### config.mk
export PLATFORM = sky130hd
export DESIGN_NAME = shared_reg_arbiter
export DESIGN_NICKNAME = d
export VERILOG_FILES = /design/src/rtl/shared_reg_pkg.sv /design/src/rtl/rr_pick.sv /design/src/rtl/shared_reg_arbiter.sv
export SDC_FILE = /design/constraint.sdc
export NUM_CORES = 1
export LEC_CHECK = 0
export ABC_AREA = 1
export CAP_MARGIN = 20
export CORE_MARGIN = 5
export CORE_UTILIZATION = 48
export CTS_CLUSTER_SIZE = 12
export DETAILED_ROUTE_END_ITERATION = 8
export PLACE_DENSITY = 0.86
export SKIP_CTS_REPAIR_TIMING = 1
export SLEW_MARGIN = 10
export SYNTH_ARGS = -nofsm -noshare
export SYNTH_HDL_FRONTEND = slang
export SYNTH_HIERARCHICAL = 1
export SYNTH_SLANG_ARGS = --single-unit
### constraint.sdc
create_clock -name Clk -period 4.6 [get_ports Clk]
set_clock_uncertainty 0.15 [all_clocks]
set_input_delay 0.69 -clock Clk [delete_from_list [all_inputs] [get_ports Clk]]
set_output_delay 0.69 -clock Clk [all_outputs]
set_load 0.05 [all_outputs]
### src/rtl/shared_reg_pkg.sv
// Shared definitions for the shared-register arbiter: FSM state encoding and a
// log2 width helper used to size the requester index fields.
package shared_reg_pkg;

    typedef logic [1:0] state_t;

    localparam state_t IDLE  = 2'b00;
    localparam state_t GRANT = 2'b01;
    localparam state_t ACK   = 2'b10;

    // Smallest r with 2**r >= n; elaboration-time helper only.
    function automatic int log2w(input int n);
        int r;
        r = 32'sd0;
        for (int i = 32'sd0; i < 32'sd31; i++) begin
            if ((32'sd1 << i) < n) begin
                r = i + 32'sd1;
            end
        end
        return r;
    endfunction

endpackage

### src/rtl/rr_pick.sv
// Combinational round-robin picker: searches req from ptr+1 upward with
// wrap-around and returns the one-hot winner and its index.
module rr_pick
    import shared_reg_pkg::*;
#(
    parameter int NREQ = 4,
    parameter int PW   = log2w(NREQ)
) (
    input  logic [NREQ-1:0] req,
    input  logic [PW-1:0]   ptr,
    output logic [NREQ-1:0] onehot,
    output logic [PW-1:0]   idx,
    output logic            valid
);

    logic [PW-1:0] cand_s;

    // Farthest candidate first so the nearest requesting one is written last and wins.
    always_comb begin
        onehot = {NREQ{1'b0}};
        idx    = {PW{1'b0}};
        valid  = 1'b0;
        cand_s = ptr;
        for (int i = NREQ; i >= 1; i--) begin
            cand_s = ptr + PW'(i);
            if (req[cand_s]) begin
                idx   = cand_s;
                valid = 1'b1;
            end else begin
                idx   = idx;
                valid = valid;
            end
        end
        onehot[idx] = valid;
    end

endmodule

### src/rtl/shared_reg_arbiter.sv
// Round-robin arbiter and write sequencer for one shared WIDTH-bit register.
// Optional grant locking (Lock port, MAXLOCK burst limit) with SHARED_REG_LOCK_EN.
module shared_reg_arbiter
    import shared_reg_pkg::*;
#(
    parameter int WIDTH = 8,
    parameter int NREQ  = 4
`ifdef SHARED_REG_LOCK_EN
    ,
    parameter int MAXLOCK = 4
`endif
) (
    input  logic                     Clk,
    input  logic                     Resetn,
    input  logic [NREQ-1:0]          Req,
    input  logic [NREQ*WIDTH-1:0]    WrData,
`ifdef SHARED_REG_LOCK_EN
    input  logic [NREQ-1:0]          Lock,
`endif
    output logic [NREQ-1:0]          Gnt,
    output logic [NREQ-1:0]          Ack,
    output logic [WIDTH-1:0]         Q,
    output logic [log2w(NREQ)-1:0]   Owner,
    output logic                     Busy
);

    localparam int PW = log2w(NREQ);
`ifdef SHARED_REG_LOCK_EN
    localparam int CW = log2w(MAXLOCK) + 1;
    logic [CW-1:0]    cnt_r;
`endif

    state_t           state_r;
    logic [NREQ-1:0]  gnt_r;
    logic [NREQ-1:0]  ack_r;
    logic [WIDTH-1:0] q_r;
    logic [PW-1:0]    owner_r;
    logic             busy_r;
    logic [PW-1:0]    ptr_r;
    logic [PW-1:0]    win_r;

    logic [NREQ-1:0]  pick_onehot_s;
    logic [PW-1:0]    pick_idx_s;
    logic             pick_valid_s;
    logic [NREQ-1:0]  win_onehot_s;
    logic [WIDTH-1:0] win_data_s;

    rr_pick #(
        .NREQ (NREQ),
        .PW   (PW)
    ) u_rr_pick (
        .req    (Req),
        .ptr    (ptr_r),
        .onehot (pick_onehot_s),
        .idx    (pick_idx_s),
        .valid  (pick_valid_s)
    );

    // Decode the latched winner; only its request and data lanes are ever sampled.
    always_comb begin
        win_onehot_s        = {NREQ{1'b0}};
        win_onehot_s[win_r] = 1'b1;
        win_data_s          = WrData[int'(win_r)*WIDTH +: WIDTH];
    end

    // Sequencer FSM with all outputs registered.
    always_ff @(posedge Clk or negedge Resetn) begin
        if (!Resetn) begin
            state_r <= IDLE;
            gnt_r   <= {NREQ{1'b0}};
            ack_r   <= {NREQ{1'b0}};
            q_r     <= {WIDTH{1'b0}};
            owner_r <= {PW{1'b0}};
            busy_r  <= 1'b0;
            ptr_r   <= PW'(NREQ - 1);
            win_r   <= {PW{1'b0}};
`ifdef SHARED_REG_LOCK_EN
            cnt_r   <= {CW{1'b0}};
`endif
        end else begin
            case (state_r)
                IDLE: begin
                    if (pick_valid_s) begin
                        gnt_r   <= pick_onehot_s;
                        win_r   <= pick_idx_s;
                        busy_r  <= 1'b1;
                        state_r <= GRANT;
                    end
                end
                GRANT: begin
                    gnt_r <= {NREQ{1'b0}};
                    if (Req[win_r]) begin
                        q_r     <= win_data_s;
                        owner_r <= win_r;
                        ack_r   <= win_onehot_s;
                        ptr_r   <= win_r;
                        state_r <= ACK;
                    end else begin
                        busy_r  <= 1'b0;
                        state_r <= IDLE;
`ifdef SHARED_REG_LOCK_EN
                        cnt_r   <= {CW{1'b0}};
`endif
                    end
                end
                ACK: begin
                    ack_r <= {NREQ{1'b0}};
`ifdef SHARED_REG_LOCK_EN
                    // Locked burst: regrant the same winner until MAXLOCK writes are done.
                    if (Lock[win_r] && Req[win_r] && (cnt_r < CW'(MAXLOCK - 1))) begin
                        gnt_r   <= win_onehot_s;
                        cnt_r   <= cnt_r + CW'(1'b1);
                        state_r <= GRANT;
                    end else begin
                        cnt_r   <= {CW{1'b0}};
                        busy_r  <= 1'b0;
                        state_r <= IDLE;
                    end
`else
                    busy_r  <= 1'b0;
                    state_r <= IDLE;
`endif
                end
                default: begin
                    gnt_r   <= {NREQ{1'b0}};
                    ack_r   <= {NREQ{1'b0}};
                    busy_r  <= 1'b0;
                    state_r <= IDLE;
                end
            endcase
        end
    end

    assign Gnt   = gnt_r;
    assign Ack   = ack_r;
    assign Q     = q_r;
    assign Owner = owner_r;
    assign Busy  = busy_r;

endmodule

Word level (Yosys, flattened, before mapping)
Cells that the tools add are included.

storage, ports and cells
  register bits after elaboration = 25
  input bits = 38
  output and inout bits = 19

cells by class
  add/subtract/negate cells = 3
  order comparisons = 8
  eq/ne operators = 5
  shifts and indexed selects = 1
  multiplexer cells = 32
  bitwise gates (word level) = 3
  reductions and logical operators = 8

operators by type and width
  cell                 number
  $shiftx 32x6->8      1
  $lt 2x3->1 const B   6
  $pmux 4 s2           2
  $mux 1               13
  $mux 2               6
  $bmux 1 s2           5
  $reduce_and 2->1     5
  $mux 4               2
  $ne 2x2->1 const B   3
  $add 2x2->2 const B  2
  $and 4x4->4          1
  $demux 1 s2          2
  $ge 2x1->1 const B   2
  $pmux 2 s2           1
  $add 2x1->2 const B  1
  $eq 2x1->1 const B   1
  $eq 2x2->1 const B   1
  $logic_and 1x1->1    2
  $logic_not 2->1      1
  $not 1->1            2
  $pmux 1 s2           1

Longest topological paths before layout
  depth after elaboration = 13
  mapped depth = 12
  mapped depth without buffers = 12

Hierarchy
Netlist, hierarchy kept.

modules (own cells, without submodules)
  module              times used  cells each  area each (µm²)  sequential area each (µm²)
  shared_reg_arbiter  1           157         1,241.2          628.1
  rr_pick             1           64          327.8            0.0

Least setup slack after synthesis
Ideal clock, no wire load.

  kind = input-to-reg
  start = input port Req[2]
  end = register busy_r (netlist: Busy)
  library setup time = 121 ps
  arrival = 1,496 ps
  required time = 4,329 ps
  slack = 2,833 ps
  stages on the path = 8
  path buffers = 0
  cells stage by stage = inv_1 > nand2_1 > nand2_4 > nand3_1 > nand3_1 > clkinv_1 > nor2_1 > a21oi_2

on the way
  cells in the longest elaborated chain, start to end = 8
  elaborated cells between the ends (all ways) = 17

RTL lines
  element                              line                      RTL
  start: declaration                   shared_reg_arbiter.sv:15  input logic [NREQ-1:0] Req,
  $bmux 1 s2                           rr_pick.sv:26             if (req[cand_s]) begin
  $mux 1 (implied by the code)         rr_pick.sv:26
  $mux 1 (3 in series)                 rr_pick.sv:26
  $mux 1 *                             rr_pick.sv:26
  via pick_valid_s                     shared_reg_arbiter.sv:44  logic pick_valid_s;
  $ne 2x2->1 (no source line) *        n/a
  $reduce_and 2->1 (no source line) *  n/a
  end signal: assignment               shared_reg_arbiter.sv:74  busy_r <= 1'b0;
  end signal: assignment               shared_reg_arbiter.sv:86  busy_r <= 1'b1;
  end signal: assignment               shared_reg_arbiter.sv:99  busy_r <= 1'b0;
  end: declaration                     shared_reg_arbiter.sv:38  logic busy_r;

The timed path passes the listed nets; every way through them passes the cells marked *. The select of a mux whose other input is x is not followed.
A chain may end at the register's enable or synchronous reset.

Worst setup path in the final report
  start = register q_r[4] (netlist: Q[4])
  end = output port Q[4]

RTL lines
  element                   line                      RTL
  start: declaration        shared_reg_arbiter.sv:36  logic [WIDTH-1:0] q_r;
  start signal: assignment  shared_reg_arbiter.sv:72  q_r <= {WIDTH{1'b0}};
  start signal: assignment  shared_reg_arbiter.sv:93  q_r <= win_data_s;
  end: declaration          shared_reg_arbiter.sv:22  output logic [WIDTH-1:0] Q,

No word-level cell between the ends.

==> reports/results.env <==
RUN_STATUS='completed'
WORST-PATH-BUF-INV=1
SYNTH.NET_COUNT=259
SEQ_POWER_SHARE_PCT=27.8
GRT_USE_TOTAL_PCT=20.0
TIMING.CRITICAL_PATH.SLOWEST_STAGE_CELL='clkdlybuf4s50_1'
SYNTH_CELL_TYPE_COUNT=23
SLEW_HEADROOM_PCT=55.3
HTREE_LEVELS=1
POST-SYNTH-TOP-AREA-FRACTION_PCT=36.7
POWER.COMBINATIONAL.FRACTION_PCT=65.5
DRT_WL_TOTAL_UM=4200
DIEWIDTH_UM=67.2
TIMING.CRITICAL_PATH.TO_TYPE='primary output'
TIMING.HOLD.WS_NS=0.172
ANTENNA_FOUND_INITIAL=0
SEQUENTIAL_CELL_AREA_SQ_UM=628
DRT-INITIAL-DRC-COUNT=91
CRITICAL_PATH_PEAK_FANOUT=2
WORSTPATHARRIVAL_NS=1.54
SYNTH_TOP_FAMILY_BY_AREA='simple AND/OR/NAND/NOR gates'
DRIVE_GT1_SHARE_PCT=12.0
GRT_FIRST_PASS_WIRELENGTH_UM=6910
SYNTHESIS.YOSYS.WARNINGS=6
WORST_SLEW_PIN_SLEW_NS=0.671
MAX_CAP_VIOLATIONS=0
SYNTH-SEQ-CELLS=25
CLOCK_SLEW_AT_THE_REGISTER_CLOCK_PINS_OF_THE_WORST_SETUP_AND_HOLD_PATHS_NS=0.15
CTS_MAX_PATH_BUFFERS=2
GRT_START_MAX_NET_PINS=26
YOSYSSEQAREASHARE_PCT=40.0
PORT_BUFFERS=56
TIMING.FINAL.MAX_SLEW_VIOLATIONS=0
SYNTHXORXNORAREAFRAC_PCT=0
INITIAL_UTILIZATION_PCT=50.6
SYNTH_TOP_CELLS_BY_AREA='dfrtp_1 (37%), nand2_1 (23%), nand3_1 (9.9%)'
SYNTH-EDFF-COUNT=0
GRT_SETUP_UNREPAIRED='false'
SYNTH_CELLS=221
POWER.INTERNAL_uW=675
DIE_H_UM=67.2
POWER-PER-CELL-AREA_nW_PER_UM2=705
GP_CONGESTION=0.856
DETAILED_ROUTE_DRC_ERROR_COUNT=0
DESIGN.PORTCOUNT=57
PLACED_CELLS_INCL_TAPS=315
POST-DP-HPWL_UM=3190
TIMING.CRITICAL_PATH.FROM_TYPE='register'
SYNTH_SIMPLE_GATE_AREA_SHARE_PCT=48.3
POSTROUTEANTENNANETS=0
SYNTH_MOST_COMMON_CELL='nand2_1'
SYNTH.CELLS.MOST_FREQUENT='nand2_1 (96), nand3_1 (31), dfrtp_1 (23)'
CLK-INSERTION-DELAY-LATE_NS=0.32
SYNTHADDERAREAFRAC_PCT=0
CRITPATHTOPFAMILY='buffers and inverters'
ROUTE.DETAILED.VIAS_PER_INST=5.07
ASYNCSETRESETFLOPFRACSYNTH_PCT=100
CLKSINKCOUNT=25
FLOORPLAN.DIE_AREA_SQ_UM=4510
POWER.LEAKAGE_uW=0.00103
STD_CELL_CORE_AREA_SQ_UM=3100
ANTENNADIODECOUNT=0
SYNTH_AREA_SQ_UM=1570
YS.FLOP_TYPE='dfrtp_1'
CRIT_PATH_MAX_INCR_DELAY_NS=0.81
CP_CELL_SEQUENCE='clkdlybuf4s50_1'
AREA_GROWTH_PCT=38.2
VDD_IR_DROP_MAX_mV=0.383
CLOCKROOTBUFFER='clkbuf_4'
ROW_COUNT=20
DETAIL_ROUTE.WL_PER_CELL_UM=13.2
GRT_PASS1_VIAS=1582
DRT_PRE_ANTENNA_ITERS=4
FILLERINSTANCES=299
CLOCK_POWER_SHARE_PCT=6.7
CTS_TREE='yes'
LARGEST_AREA_CONTRIBUTOR_IN_THE_SYNTHESIZED_NETLIST='dfrtp_1'
VIAS=1617
SYNTH_AREA_PER_INST_SQ_UM=7.10
TIMING.REG2REG.WORST_PATH_DEPTH=7
POSTLAYOUTCOREUTIL_PCT=69.9
MIN-DELAY-PATH-CLASS='input port to asynchronous set/reset pin'
FINALSETUPVIOLATIONS=0
MULTIINPUTGATEAREA_SQ_UM=840
SYNTH-COMPOUND-AREA-SHARE_PCT=5.18
CRITICAL_PATH_CLASS='register to primary output'
POST_SYNTH_MUX_AREA_SHARE_PCT=0
LAYOUT.NETS=314
POWER.TOTAL_uW=1530
NETSWITCHINGFRACTION_PCT=55.8
LAYOUT_WORST_PATH_CYCLE_SHARE_PCT=51.6
P_SWITCHING_uW=853
FMAX_GHz=0.421
GRT.OVERFLOW.TOTAL=0
PERIOD_MINUS_SLACK_NS=2.38
WORST-PATH-STAGES=1
TRITONCTS.NUM_BUFFERS=3
HOLD_VIOLATIONS=0
SETUP_TNS_NS=0
INSTANCES_NO_FILL=319
CP.REQUIRED_NS=3.76
per-layer routing:
| layer | track usage [%] | share of wire [%] | vias up |
|---|---|---|---|
| met5 | 0 | 0 | - |
| met3 | 3.49 | 4.3 | 6 |
| met4 | 8.61 | 1.5 | 0 |
| met2 | 33.7 | 50 | 42 |
| met1 | 25.1 | 44 | 743 |
| li1 | - | - | 826 |
through the flow:
step | setup slack [ns] | cell area (sq um)
detailed placement | 2.17 | 2140
CTS | 2.22 | 2170
floorplan | 2.83 | 1570
global route | 2.15 | 2170
finish | 2.22 | 2170
global placement | 2.28 | 2140
worst paths after layout:
kind                       startpoint       end  slack [ns]
setup / recovery                 Q[4]      Q[4]        2.22
hold / removal                 Resetn      Q[5]        0.17
setup reg to reg             win_r[1]      Q[7]        2.52
hold reg to reg                  Q[7]      Q[7]        0.35
max in group asynchronous      Resetn  ptr_r[0]        3.74
min in group Clk                 Q[7]      Q[7]        0.35
power by group through the flow:
stage	combinational, uW	sequential, uW	clock (uW)
4_1_cts	1010	423	103
3_3_place_gp	987	424	0
3_5_place_dp	1000	427	0
5_1_grt	1110	439	114
2_1_floorplan	576	583	0
6_report	1000	425	103
logic make-up (layout without fill, tap and decap cells):
family	after synthesis	after routing
flip-flops	25	25
AO/OA/AOI/OAI	13	13
AND/OR/NAND/NOR	161	161
buffers and inverters	22	76
state kept, by name (all words and copies together) (netlist names):
name and cells:
state_r 2, Gnt 4, win_r 2, Ack 4
Q 8, Owner 2, ptr_r 2, Busy 1
placed cells by master (no fill, tap or decap), drive strengths merged:
master,instances
clkinvlp,1
nand2,108
clkbuf,3
a31oi,1
nand4,10
o21ai,11
nor2,9
buf,1
clkdlybuf4s50,55
dfstp,2
dfrtp,23
nand3,34
inv,13
clkinv,3
a21oi,1
final cells by class:
| type | instances | area share, % |
|---|---|---|
| Clock buffer | 3 | 1.04 |
| Clock inverter | 1 | 0.346 |
| Inverter | 16 | 2.77 |
| Multi-Input combinational cell | 174 | 38.7 |
| Sequential cell | 25 | 29.0 |
| Tap cell | 44 | 2.54 |
| Timing Repair Buffer | 56 | 25.6 |
Power figures use the tool's default switching activity.
